File: src/rtl/spi_cmd_decoder.sv
// Command decoder behind an SPI slave byte receiver: it decodes a command byte, runs
// burst writes and reads on a local 8-bit register bank, and supplies the next MISO byte.
module spi_cmd_decoder #(
  parameter int NUM_REGS = 16,
  parameter logic [7:0] SYNC_BYTE = 8'hA5,
  parameter logic [7:0] ERR_BYTE = 8'hEE
) (
  input  logic                        clk,
  input  logic                        rst,
  input  logic                        frame_start,
  input  logic                        frame_end,
  input  logic                        rx_valid,
  input  logic [7:0]                  rx_byte,
  output logic [7:0]                  tx_byte,
  output logic                        tx_load,
  output logic [8*NUM_REGS-1:0]       regs_flat,
  output logic                        wr_strobe,
  output logic [$clog2(NUM_REGS)-1:0] wr_addr,
  output logic [7:0]                  err_cnt,
  output logic                        busy
);

  localparam int AW = $clog2(NUM_REGS);
  localparam logic [7:0] NUM_REGS_B = 8'(NUM_REGS);

  typedef enum logic [2:0] {IDLE, CMD, WRITE, READ, DISCARD} state_t;

  state_t          state_reg, state_next;
  logic [AW-1:0]   addr_reg, addr_next, addr_inc;
  logic [7:0]      tx_byte_reg, tx_byte_next;
  logic            tx_load_reg, tx_load_next;
  logic [7:0]      err_cnt_reg, err_cnt_next;
  logic            wr_strobe_reg;
  logic [AW-1:0]   wr_addr_reg;
  logic            busy_reg;
  logic            wr_en;
  logic [7:0]      regs_reg [NUM_REGS];

  // The AW-bit sum wraps, so bursts roll over from NUM_REGS-1 to 0.
  assign addr_inc = addr_reg + AW'(1);

  always_comb begin
    state_next   = state_reg;
    addr_next    = addr_reg;
    tx_byte_next = tx_byte_reg;
    tx_load_next = 1'b0;
    err_cnt_next = err_cnt_reg;
    wr_en        = 1'b0;

    if (frame_start) begin
      state_next   = CMD;
      tx_byte_next = SYNC_BYTE;
      tx_load_next = 1'b1;
    end else begin
      if (rx_valid) begin
        case (state_reg)
          CMD: begin
            if ({1'b0, rx_byte[6:0]} >= NUM_REGS_B) begin
              state_next   = DISCARD;
              tx_byte_next = ERR_BYTE;
              tx_load_next = 1'b1;
              if (err_cnt_reg != 8'hFF) err_cnt_next = err_cnt_reg + 8'd1;
            end else if (rx_byte[7]) begin
              state_next   = WRITE;
              addr_next    = rx_byte[AW-1:0];
              tx_byte_next = rx_byte;
              tx_load_next = 1'b1;
            end else begin
              state_next   = READ;
              addr_next    = rx_byte[AW-1:0];
              tx_byte_next = regs_reg[rx_byte[AW-1:0]];
              tx_load_next = 1'b1;
            end
          end
          WRITE: begin
            wr_en        = 1'b1;
            addr_next    = addr_inc;
            tx_byte_next = rx_byte;
            tx_load_next = 1'b1;
          end
          READ: begin
            addr_next    = addr_inc;
            tx_byte_next = regs_reg[addr_inc];
            tx_load_next = 1'b1;
          end
          default: ;
        endcase
      end
      // Evaluated after the byte so a same-cycle rx_valid still takes effect first.
      if (frame_end && state_reg != IDLE) begin
        state_next   = IDLE;
        tx_byte_next = 8'h00;
        tx_load_next = 1'b1;
      end
    end
  end

  always_ff @(posedge clk) begin
    if (rst) begin
      state_reg     <= IDLE;
      addr_reg      <= '0;
      tx_byte_reg   <= 8'h00;
      tx_load_reg   <= 1'b0;
      err_cnt_reg   <= 8'h00;
      wr_strobe_reg <= 1'b0;
      wr_addr_reg   <= '0;
      busy_reg      <= 1'b0;
    end else begin
      state_reg     <= state_next;
      addr_reg      <= addr_next;
      tx_byte_reg   <= tx_byte_next;
      tx_load_reg   <= tx_load_next;
      err_cnt_reg   <= err_cnt_next;
      wr_strobe_reg <= wr_en;
      if (wr_en) wr_addr_reg <= addr_reg;
      busy_reg      <= (state_next != IDLE);
    end
  end

  genvar gi;
  generate
    for (gi = 0; gi < NUM_REGS; gi++) begin : g_regs
      always_ff @(posedge clk) begin
        if (rst) begin
          regs_reg[gi] <= 8'h00;
        end else if (wr_en && addr_reg == AW'(gi)) begin
          regs_reg[gi] <= rx_byte;
        end
      end
      assign regs_flat[8*gi +: 8] = regs_reg[gi];
    end
  endgenerate

  assign tx_byte   = tx_byte_reg;
  assign tx_load   = tx_load_reg;
  assign wr_strobe = wr_strobe_reg;
  assign wr_addr   = wr_addr_reg;
  assign err_cnt   = err_cnt_reg;
  assign busy      = busy_reg;

endmodule

File: config.mk
export PLATFORM = sky130hd
export DESIGN_NAME = spi_cmd_decoder
export DESIGN_NICKNAME = d
export VERILOG_FILES = /design/src/rtl/spi_cmd_decoder.sv
export SDC_FILE = /design/constraint.sdc
export NUM_CORES = 1
export LEC_CHECK = 0
export ABC_AREA = 1
export BUFFER_PORTS_ARGS = -buffer_cell sky130_fd_sc_hd__buf_4
export CORE_MARGIN = 10
export CORE_UTILIZATION = 40
export CTS_BUF_LIST = sky130_fd_sc_hd__clkbuf_8
export CTS_CLUSTER_SIZE = 14
export DETAILED_ROUTE_END_ITERATION = 6
export PLACE_DENSITY = 0.59
export SYNTH_ARGS = -nofsm -noshare
export SYNTH_HDL_FRONTEND = slang
export SYNTH_SLANG_ARGS = --single-unit
File: constraint.sdc
create_clock -name clk -period 2.87 [get_ports clk]
set_clock_uncertainty 0.1 [all_clocks]
set_input_delay 0.574 -clock clk [delete_from_list [all_inputs] [get_ports clk]]
set_output_delay 0.574 -clock clk [all_outputs]
set_load 0.05 [all_outputs]
# After elaboration in Yosys (flattened, before gate mapping)
# Memory sizes are Yosys's and may differ from the RTL's.
# Index checks and enable logic that the tools add are counted.
# classes
n_addsub,2
n_reduce_logical,31
n_bitwise,17
eq_ne,20
n_lt_le_gt_ge,1
n_mux,87
# ops
op,count
8-bit two-way mux,21
1-bit two-way mux,58
"4-bit == test, second input constant",8
8-bit one-hot mux with 3 select lines,1
1-bit logical AND,17
"4-bit by 3-bit == test with 1-bit output, second input constant",4
1-bit bitwise OR,16
3-bit two-way mux,5
3-bit nonzero test,4
"8-bit by 1-bit adder with 8-bit output, second input constant",1
"4-bit by 2-bit == test with 1-bit output, second input constant",2
"8-bit inequality test, second input constant",1
4-bit one-hot mux with 2 select lines,1
"7-bit by 5-bit >= comparator with 1-bit output, second input constant",1
"3-bit by 2-bit == test with 1-bit output, second input constant",2
3-bit OR reduction,2
5-bit AND reduction,1
5-bit nonzero test,1
"4-bit by 1-bit adder with 4-bit output, second input constant",1
"4-bit by 1-bit == test with 1-bit output, second input constant",1
4-bit zero test,1
4-bit two-way mux,1
2-bit AND reduction,2
4-bit AND reduction,1
5 further kinds,5
# totals
mem_bits_rw,128
reg_bits,30
memories,1
elab_cells,168
# mem_list
name,words,word_bits,rd,rd_ports_with_merged_regs,wr,line_no,source
regs_reg,16,8,18,0,16,37,logic [7:0] regs_reg [NUM_REGS];

# Longest topological paths before layout
# Gate-level depths: netlist (run 1).
# depth
depth_word,9
mapped_depth,15

# Worst setup path before layout (run 1)
# Ideal clock, no wire load.
# synth_path
path_type,register to register
start,register addr_reg[0]
end,"register tx_byte_reg[7], in the netlist tx_byte[7]"
path_stages_with_launch,14
required_time_ps,2700
path_buffers,3
period_less_slack_ps,2233
arrival_time_ps,2063
setup_slack_ps,637
path_cell_list,dfxtp_1 > inv_2 > buf_2 > buf_2 > ha_1 > clkinv_1 > clkbuf_1 > a21oi_1 > o21ai_0 > nand3_1 > nand3_1 > nand3_1 > nand3_1 > a21oi_1
# synth_via
elab_chain_len,6
# synth_rtl
item,line_no,source
"start, declared",29,"logic [AW-1:0] addr_reg, addr_next, addr_inc;"
"start signal, assigned",110,addr_reg <= addr_next;
4-bit by 1-bit adder with 4-bit output,40,assign addr_inc = addr_reg + AW'(1);
memory 16 x 8 bit,-,
8-bit one-hot mux with 3 select lines,56,case (state_reg)
8-bit two-way mux,55,if (rx_valid) begin
8-bit two-way mux,90,if (frame_end && state_reg != IDLE) begin
8-bit two-way mux,50,if (frame_start) begin
"end signal, assigned",111,tx_byte_reg <= tx_byte_next;
"end, declared",30,"logic [7:0] tx_byte_reg, tx_byte_next;"
# No other way between the ends. The select of a mux whose other input is x is not followed.
# A chain may end at the register's enable or synchronous reset.

# Worst setup path after layout (run 1)
# layout_path
start,register addr_reg[0]
end,"register tx_byte_reg[5], in the netlist tx_byte[5]"
# Same word-level chain as after synthesis.

==> metrics.txt, run 1 <==
outcome finished, final reports clean; Post-CTS Repair Setup Buffers 0; dpl hpwl 24.6 mm; top-area cell type share of the netlist area 0.431; number of synthesized register bits 158; Data arrival, critical path 2.76 ns; Syn Inst Count 1101; post-synth top area cell edfxtp_1; Root Buffer clkbuf_8; Worst-path clk slew 0.10 ns; Design Power 5460 µW; leakage 0.00474 µW; via count 8475; final antenna-violating net count 0; final hold vios 0; crit path capture type flop; Initial Util 0.407; synth warn 0; Async SR Flop Fraction 0; Setup Viol. Count Final 0; GRT Residual Overflow 0; RR Endpoint tx_byte[5]$_SDFFE_PP0P_; largest net degree at the start of global routing 56; synth unique cells 34; routability congestion estimate 0.926; crit path capture tx_byte[5]$_SDFFE_PP0P_; Layout fillers 2196; r2r setup slk 0.36 ns; max-cap viol count 0; Final Critical Period 2.51 ns; fin util 0.501; # rows 54; post-synthesis mux area share 0; CTS resizes 0; top_reg_cell synth edfxtp_1; Post-Synth Adder-Cell Area 0.00702; RSZ-0062 raised after global routing false; Post-Route WL 32.9 mm; Horiz. Die Dim 169 µm; diodes inserted 0; area of the die 0.0287 mm²; Num CTS Buffers 17; antenna violations before repair 0; largest family of logic cells by synthesized area simple AND/OR/NAND/NOR gates; Area growth syn-to-layout 23.1%; number of flip-flops under the largest register name 128; most frequent cells in the layout buf_4 (210), nand2_1 (182), nor2_1 (177); Post-Synth Simple-Gate Area 0.269; Final Cycle Share 0.875; type of the most critical hold path input pin to flop; # H-tree levels 4; fmax 0.398 GHz; post-synth net total 1119; critical register-to-register path startpoint addr_reg[0]$_SDFFE_PP0P_; vias in the first global route 8251; synth top area cells edfxtp_1 (43%), nand3_1 (7.9%), nand2_1 (7.7%), nor2_1 (7.5%), dfxtp_1 (6.7%); hold_sp rst; first-pass GRT wire length 49.1 mm; worst rel slew slack 0.282; Worst EP required 3.12 ns; CP startpoint addr_reg[0]$_SDFFE_PP0P_; GRT Util Overall 0.222; xor/xnor share of the synthesized area 0.00828; R2R depth 9; Post-synth EDFFs 128; Storage cell area 0.00445 mm²; Synth Area per Inst 8.10 µm²; Mapped Area 0.00891 mm²; DP Worst Slack 0.406 ns; nets@finish 1282; drt via density 5.44; clock sink count 158; PD cells 497 mW/mm²; setup TNS 0 ns; max-slew violations 0; # DRC 0; Skew-Pair Late Insertion Delay 0.47 ns; core area 0.0219 mm²; worst slew pin tran 1.07 ns; Setup CP Type flop to flop; IO Pins 164; CTS tree yes; Startpoint Class flop; IR drop worst, VDD 0.000289 V; CTS Hold Bufs 0; compound-gate portion of the synthesized area 0.129; Final WS setup 0.360 ns; sequential area share after synthesis 0.499; layout cells sized above 1 0.222; Port Buf Inserts 163; die height 169 µm; WL per Instance 21.2 µm; CTS max path bufs 2; drt first pass iters 6; commonest non-fill, non-tap cell in the layout buf_4; crit path max fanout 17; Multi-input gate area 0.00368 mm²; DRT iter0 DRCs 790
-- how the worst min path moves through the flow --
stage,end,slack [ns],cells past startpoint
global route,state_reg[1]$_SDFF_PP0_,0.30,2
floorplan,wr_addr[1]$_SDFFE_PP0P_,0.43,2
CTS,err_cnt[3]$_SDFFE_PP0P_,0.28,2
global placement,err_cnt[4]$_SDFFE_PP0P_,0.37,2
finish,err_cnt[3]$_SDFFE_PP0P_,0.29,2
detailed placement,err_cnt[4]$_SDFFE_PP0P_,0.37,2
-- cells in the mapped netlist, types with 5 or more instances --
cell type    n
nand3_1    140
nand3_4      8
inv_2        7
nor2_1     177
o21ai_0    101
ha_1         5
inv_1      111
nand3_2     10
clkinv_1     5
nand2_1    182
dfxtp_1     30
buf_2       30
edfxtp_1   128
o211ai_1    30
clkbuf_1    29
a21oi_1     74
-- final cells by class --
type                    count  area share
well taps                 280      0.0319
clock inverters            15      0.0170
multi-input cells         751       0.336
repair buffers            211       0.145
clock buffers              17      0.0213
inverters                 125      0.0437
flip-flops and latches    158       0.405
-- cells by family after synthesis --
group	Yosys count
xor gates and xnor gates	5
AOI/OAI and AO/OA	212
DFF	158
buffers and inverters	192
and+or+nand+nor	529
adders and majority gates	5
-- where the power goes --
group | internal [µW] | total (µW) | switching, µW | leakage [µW]
Sequential | 2540 | 2620 | 75.6 | 0.00157
Combinational | 276 | 1010 | 731 | 0.00297
Clock | 876 | 1830 | 957 | 0.000206
Total | 3700 | 5460 | 1760 | 0.00474
-- layer usage --
| layer | share of wire | track usage | vias to the layer above |
|---|---|---|---|
| met5 | 0 | 0 | - |
| met1 | 0.42 | 0.289 | 4017 |
| met2 | 0.48 | 0.368 | 411 |
| met3 | 0.086 | 0.0405 | 37 |
| li1 | - | - | 4010 |
| met4 | 0.017 | 0.0653 | 0 |
-- per-stage QoR --
step	cells	area, µm²	hold slack, ns
floorplan	1101	8910	0.434
global placement	1525	10600	0.369
finish	1557	11000	0.294
CTS	1557	11000	0.277
detailed placement	1525	10600	0.375
global route	1557	11000	0.301
-- worst max-delay path: stages, from the launching register on --
cell,delay [ns]
dfxtp_2,0.39
ha_1,0.29
xnor2_2,0.84
nand3_1,0.15
nand3_1,0.18
nand3_1,0.10
nand2_1,0.10
inv_1,0.04
nand2_1,0.10
a21oi_1,0.08
No activity file was read; power rests on OpenSTA's default activity.
==> inputs of run 2 (changes only) <==
--- a/config.mk
+++ b/config.mk
@@ -7,12 +7,14 @@
 export LEC_CHECK = 0
 export ABC_AREA = 1
 export BUFFER_PORTS_ARGS = -buffer_cell sky130_fd_sc_hd__buf_4
+export CELL_PAD_IN_SITES_DETAIL_PLACEMENT = 1
+export CELL_PAD_IN_SITES_GLOBAL_PLACEMENT = 1
 export CORE_MARGIN = 10
 export CORE_UTILIZATION = 40
 export CTS_BUF_LIST = sky130_fd_sc_hd__clkbuf_8
 export CTS_CLUSTER_SIZE = 14
 export DETAILED_ROUTE_END_ITERATION = 6
-export PLACE_DENSITY = 0.59
+export PLACE_DENSITY = 0.76
 export SYNTH_ARGS = -nofsm -noshare
 export SYNTH_HDL_FRONTEND = slang
 export SYNTH_SLANG_ARGS = --single-unit
==> run 2 against run 1 <==
Count of clock-buffer cells in the layout unchanged; first-iteration DRC count is 23% higher; critical endpoint is now tx_byte[0]$_SDFFE_PP0P_; sequential power is essentially flat; setup slack got worse by 0.099 ns; flip-flop and latch count unchanged.
==> metrics.txt, run 2 (synthesis results as in run 1) <==
outcome finished, final reports clean (unchanged); Startpoint Class flop (unchanged); Skew-Pair Late Insertion Delay 0.48 ns (was 0.47 ns); Setup Viol. Count Final 0 (unchanged); CTS tree yes (unchanged); r2r setup slk 0.26 ns (was 0.36 ns); drt first pass iters 5 (was 6); crit path capture tx_byte[0]$_SDFFE_PP0P_ (was tx_byte[5]$_SDFFE_PP0P_); critical path, cell by cell buf_4 -> ha_1 -> xnor2_4 -> nand3_1 -> nand3_1 -> nand3_1 -> nand2_1 -> inv_1 -> nand2_1 -> a21oi_1 (was ha_1 -> xnor2_2 -> nand3_1 -> nand3_1 -> nand3_1 -> nand2_1 -> inv_1 -> nand2_1 -> a21oi_1); die height 169 µm (unchanged); max-cap viol count 0 (unchanged); final hold vios 0 (unchanged); worst slew pin tran 0.816 ns (was 1.07 ns); final antenna-violating net count 0 (unchanged); RR Endpoint tx_byte[0]$_SDFFE_PP0P_ (was tx_byte[5]$_SDFFE_PP0P_); number of flip-flops under the largest register name 128 (unchanged); setup TNS 0 ns (unchanged); PD cells 496 mW/mm² (was 497 mW/mm²); WL per Instance 24.2 µm (was 21.2 µm); commonest non-fill, non-tap cell in the layout buf_4 (unchanged); core area 0.0219 mm² (unchanged); Layout fillers 2709 (was 2196); Stages on worst setup path 10 (was 9); dpl hpwl 27.4 mm (was 24.6 mm); CP startpoint addr_reg[0]$_SDFFE_PP0P_ (unchanged); layout cells sized above 1 0.217 (was 0.222); # DRC 0 (unchanged); diodes inserted 0 (unchanged); DRT iter0 DRCs 975 (was 790); Critical-path top delay cell xnor2_4 (was xnor2_2); Worst-path clk slew 0.10 ns (about the same); fmax 0.383 GHz (was 0.398 GHz); largest net degree at the start of global routing 65 (was 56); GRT Residual Overflow 0 (unchanged); routability congestion estimate 0.902 (was 0.926); via count 8943 (was 8475); Multi-input gate area 0.00369 mm² (was 0.00368 mm²); Area growth syn-to-layout 22.8% (was 23.1%); antenna violations before repair 0 (unchanged); Placed Instances 1517 (was 1525); IO Pins 164 (unchanged); Num CTS Buffers 17 (unchanged); CTS max path bufs 2 (unchanged); type of the most critical hold path input pin to flop (unchanged); vias in the first global route 9264 (was 8251); fin util 0.500 (was 0.501); Initial Util 0.407 (unchanged); slowest stage delay, CP 0.63 ns (was 0.84 ns); IR drop worst, VDD 0.000272 V (was 0.000289 V); # H-tree levels 4 (unchanged); Horiz. Die Dim 169 µm (unchanged); most frequent cells in the layout buf_4 (199), nand2_1 (182), nor2_1 (177) (was buf_4 (210), nand2_1 (182), nor2_1 (177)); Final Cycle Share 0.909 (was 0.875); nets@finish 1274 (was 1282); crit path max fanout 30 (was 17); Storage cell area 0.00445 mm² (unchanged); crit path capture type flop (unchanged); Final Non-Filler Cells 1548 (was 1557); max-slew violations 0 (unchanged); area of the die 0.0287 mm² (unchanged); Post-CTS Repair Setup Buffers 0 (unchanged); RSZ-0062 raised after global routing false (unchanged); clock sink count 158 (unchanged); GRT Util Overall 0.255 (was 0.222); critical register-to-register path startpoint addr_reg[0]$_SDFFE_PP0P_ (unchanged); first-pass GRT wire length 56.3 mm (was 49.1 mm); Worst EP required 3.13 ns (was 3.12 ns); Port Buf Inserts 163 (unchanged); leakage 0.00472 µW (was 0.00474 µW); crit-path leading delay family simple AND/OR/NAND/NOR gates (was XOR/XNOR gates); Min Hold Slack 0.270 ns (was 0.294 ns); most used cell along the critical path nand3_1 (unchanged); drt via density 5.78 (was 5.44); # rows 54 (unchanged); Post-Route WL 37.5 mm (was 32.9 mm); R2R depth 10 (was 9); Data arrival, critical path 2.87 ns (was 2.76 ns); WP buf/inv 2 (was 1); Final Critical Period 2.61 ns (was 2.51 ns); Root Buffer clkbuf_8 (unchanged); worst rel slew slack 0.454 (was 0.282); Setup CP Type flop to flop (unchanged)
## run 2: changes by cell type in the layout (fill, tap and decap cells not counted), sizes merged
| cell | delta |
|---|---|
| inv | -3 |
| clkinv | +3 |
| buf | -8 |
| clkinvlp | -1 |
## run 2: per-layer routing
| layer | GRT usage | routed length, µm | up-vias |
|---|---|---|---|
| li1 | - | - | 3988 |
| met1 | 0.329 | 15400 | 4474 |
| met2 | 0.427 | 18200 | 421 |
| met3 | 0.0477 | 3060 | 60 |
| met4 | 0.0769 | 814 | 0 |
| met5 | 0 | 0 | - |
## run 2: stage by stage
step	total power (µW)	worst slack, ns	instance area, µm²
floorplan	3310	0.637	8910
global placement	3690	0.0228	10500
detailed placement	3710	0.00538	10500
CTS	5430	0.319	10900
global route	5590	0.116	10900
finish	5430	0.261	10900
## run 2: power by group
group | internal, µW | switching, µW | leakage (µW)
Sequential | 2540 | 81.4 | 0.00157
Clock | 857 | 899 | 0.000201
Combinational | 277 | 768 | 0.00295
## run 2: worst reg2reg max path: stages (launching register included)
cell and delay, ns:
dfxtp_2 0.34, buf_4 0.24, ha_1 0.37, xnor2_4 0.63, nand3_1 0.18, nand3_1 0.14
nand3_1 0.16, nand2_1 0.11, inv_1 0.04, nand2_1 0.10, a21oi_1 0.08
## run 2: how the worst min path moves through the flow
stage | from | to | depth (start not counted)
2_1_floorplan | addr_reg[1]$_SDFFE_PP0P_ | wr_addr[1]$_SDFFE_PP0P_ | 2
3_3_place_gp | err_cnt[4]$_SDFFE_PP0P_ | err_cnt[4]$_SDFFE_PP0P_ | 2
3_5_place_dp | err_cnt[4]$_SDFFE_PP0P_ | err_cnt[4]$_SDFFE_PP0P_ | 2
4_1_cts | frame_start | state_reg[0]$_SDFF_PP0_ | 3
5_1_grt | frame_start | state_reg[0]$_SDFF_PP0_ | 3
6_report | frame_start | state_reg[0]$_SDFF_PP0_ | 3
## run 2: layout make-up
class,count,share of cell area
sequential,158,0.406
multi-input combinational,751,0.337
timing repair buffer,203,0.144
inverter,125,0.0438
tap,280,0.0320
clock buffer,17,0.0214
clock inverter,14,0.0155
## run 2: what timing repair did
item | 4_1_cts | 5_1_grt
endpoints found under the setup margin | 1 | 0
hold endpoints to repair | 0 | 0
hold buffers | 0 | 0
gates resized for setup | 1 | 0
==> inputs of run 3 (changes only) <==
--- a/config.mk
+++ b/config.mk
@@ -15,6 +15,7 @@
 export CTS_CLUSTER_SIZE = 14
 export DETAILED_ROUTE_END_ITERATION = 6
 export PLACE_DENSITY = 0.76
+export REMOVE_ABC_BUFFERS = 1
 export SYNTH_ARGS = -nofsm -noshare
 export SYNTH_HDL_FRONTEND = slang
 export SYNTH_SLANG_ARGS = --single-unit
==> run 3 against run 2 <==
Design area down 0.40%; global-route usage shrank 0.99 points; highest routed layer unchanged; cell count fell by 0.32%; critical path depth stayed put; power increased by 1.3%; flip-flop and latch count unchanged; via count down 3.0%; sequential share of layout area is 0.16 points higher; sequential power hardly changed; critical endpoint is now tx_byte[1]$_SDFFE_PP0P_.
==> metrics.txt, run 3 (synthesis results as in run 1) <==
outcome finished, final reports clean (unchanged); crit path max fanout 86 (was 30); GRT Residual Overflow 0 (unchanged); most frequent cells in the layout buf_4 (193), nand2_1 (182), nor2_1 (177) (was buf_4 (199), nand2_1 (182), nor2_1 (177)); CTS tree yes (unchanged); # rows 54 (unchanged); fin util 0.498 (was 0.500); Worst EP required 3.14 ns (was 3.13 ns); Skew-Pair Late Insertion Delay 0.47 ns (was 0.48 ns); Post-Route WL 35.9 mm (was 37.5 mm); # H-tree levels 4 (unchanged); slowest stage delay, CP 0.78 ns (was 0.63 ns); drt first pass iters 5 (unchanged); largest net degree at the start of global routing 92 (was 65); Port Buf Inserts 163 (unchanged); Worst-path clk slew 0.09 ns (was 0.10 ns); clock sink count 158 (unchanged); Setup CP Type flop to flop (unchanged); Final Cycle Share 0.923 (was 0.909); worst slew pin tran 0.980 ns (was 0.816 ns); Startpoint Class flop (unchanged); leakage 0.00470 µW (was 0.00472 µW); Num CTS Buffers 17 (unchanged); WL per Instance 23.3 µm (was 24.2 µm); dpl hpwl 25.7 mm (was 27.4 mm); Post-CTS Repair Setup Buffers 0 (unchanged); fmax 0.377 GHz (was 0.383 GHz); antenna violations before repair 0 (unchanged); final antenna-violating net count 0 (unchanged); final hold vios 0 (unchanged); DRT iter0 DRCs 789 (was 975); IR drop worst, VDD 0.000333 V (was 0.000272 V); vias in the first global route 8962 (was 9264); diodes inserted 0 (unchanged); Root Buffer clkbuf_8 (unchanged); max-cap viol count 0 (unchanged); GRT Util Overall 0.246 (was 0.255); die height 169 µm (unchanged); drt via density 5.62 (was 5.78); critical path, cell by cell buf_12 -> ha_1 -> xnor2_2 -> nand3_1 -> nand3_1 -> nand2_1 -> nand2_1 -> nand2_1 -> nor2_1 -> nor2_1 (was buf_4 -> ha_1 -> xnor2_4 -> nand3_1 -> nand3_1 -> nand3_1 -> nand2_1 -> inv_1 -> nand2_1 -> a21oi_1); CTS resizes 0 (was 1); CTS Hold Bufs 0 (unchanged); commonest non-fill, non-tap cell in the layout buf_4 (unchanged); max-slew violations 0 (unchanged); number of flip-flops under the largest register name 128 (unchanged); Area growth syn-to-layout 22.3% (was 22.8%); type of the most critical hold path input pin to flop (unchanged); Min Hold Slack 0.280 ns (was 0.270 ns); Setup Viol. Count Final 0 (unchanged); # DRC 0 (unchanged); crit path capture type flop (unchanged); via count 8678 (was 8943); Data arrival, critical path 2.92 ns (was 2.87 ns); CTS max path bufs 2 (unchanged); layout cells sized above 1 0.212 (was 0.217); PD cells 504 mW/mm² (was 496 mW/mm²); most used cell along the critical path nand2_1 (was nand3_1); area of the die 0.0287 mm² (unchanged); worst rel slew slack 0.343 (was 0.454); Horiz. Die Dim 169 µm (unchanged); first-pass GRT wire length 54.3 mm (was 56.3 mm); Final Critical Period 2.65 ns (was 2.61 ns); RSZ-0062 raised after global routing false (unchanged); Critical-path top delay cell xnor2_2 (was xnor2_4); routability congestion estimate 0.958 (was 0.902); IO Pins 164 (unchanged); core area 0.0219 mm² (unchanged); Initial Util 0.407 (unchanged); nets@finish 1268 (was 1274)
## run 3: cell count changes in the layout (fill, tap and decap cells not counted)
cell,before,now
buf_4,199,193
inv_1,111,114
clkinv_2,1,3
clkinv_4,4,2
inv_6,4,2
bufinv_16,3,4
clkinv_1,7,6
xnor2_2,0,1
xnor2_4,1,0
## run 3: layout make-up
cell class | instances | area [µm²]
Sequential cell | 158 | 4450
Timing Repair Buffer | 197 | 1530
Fill cell | 2689 | 11000
Tap cell | 280 | 350
Multi-Input combinational cell | 751 | 3680
Inverter | 125 | 479
Clock buffer | 17 | 234
Clock inverter | 15 | 183
## run 3: final timing paths
kind / start / end / slack [ns] / depth (start not counted)
max: addr_reg[0]$_SDFFE_PP0P_ / tx_byte[1]$_SDFFE_PP0P_ / 0.22 / 10
min: rst / err_cnt[3]$_SDFFE_PP0P_ / 0.28 / 2
max reg2reg: addr_reg[0]$_SDFFE_PP0P_ / tx_byte[1]$_SDFFE_PP0P_ / 0.22 / 10
min reg2reg: err_cnt[4]$_SDFFE_PP0P_ / err_cnt[4]$_SDFFE_PP0P_ / 0.39 / 2
## run 3: power breakdown
part | leakage [µW] | switching [µW] | total [µW] | internal, µW
registers | 0.00157 | 73.1 | 2620 | 2540
logic | 0.00291 | 759 | 1030 | 270
clock network | 0.000220 | 918 | 1850 | 932
## run 3: worst max-delay path, delay by kind of cell (launching register included)
| kind | cells | cell delay [ns] |
|---|---|---|
| buffers and inverters | 1 | 0.19 |
| flip-flops | 1 | 0.35 |
| XOR/XNOR | 1 | 0.78 |
| adder cells (fa/ha/maj) | 1 | 0.33 |
| AND/OR/NAND/NOR | 7 | 0.73 |
## run 3: metrics by stage
step | area, µm² | setup TNS (ns) | power (µW) | setup WS [ns] | instances
after floorplan | 8610 | -124.81 | 3260 | -2.08 | 1034
after global routing | 10900 | 0 | 5660 | 0.0703 | 1543
after global placement | 10500 | 0 | 3670 | 0.367 | 1511
after CTS | 10900 | 0 | 5510 | 0.289 | 1543
after detailed placement | 10500 | 0 | 3690 | 0.324 | 1511
final | 10900 | 0 | 5500 | 0.221 | 1543
## run 3: routing by layer
metal | vias up | share of wire | routed length (µm) | global-route usage
met5 | - | 0 | 0 | 0
met4 | 0 | 0.032 | 1130 | 0.0946
met3 | 72 | 0.076 | 2740 | 0.0526
met2 | 385 | 0.48 | 17200 | 0.404
met1 | 4245 | 0.41 | 14800 | 0.310
li1 | 3976 | - | - | -
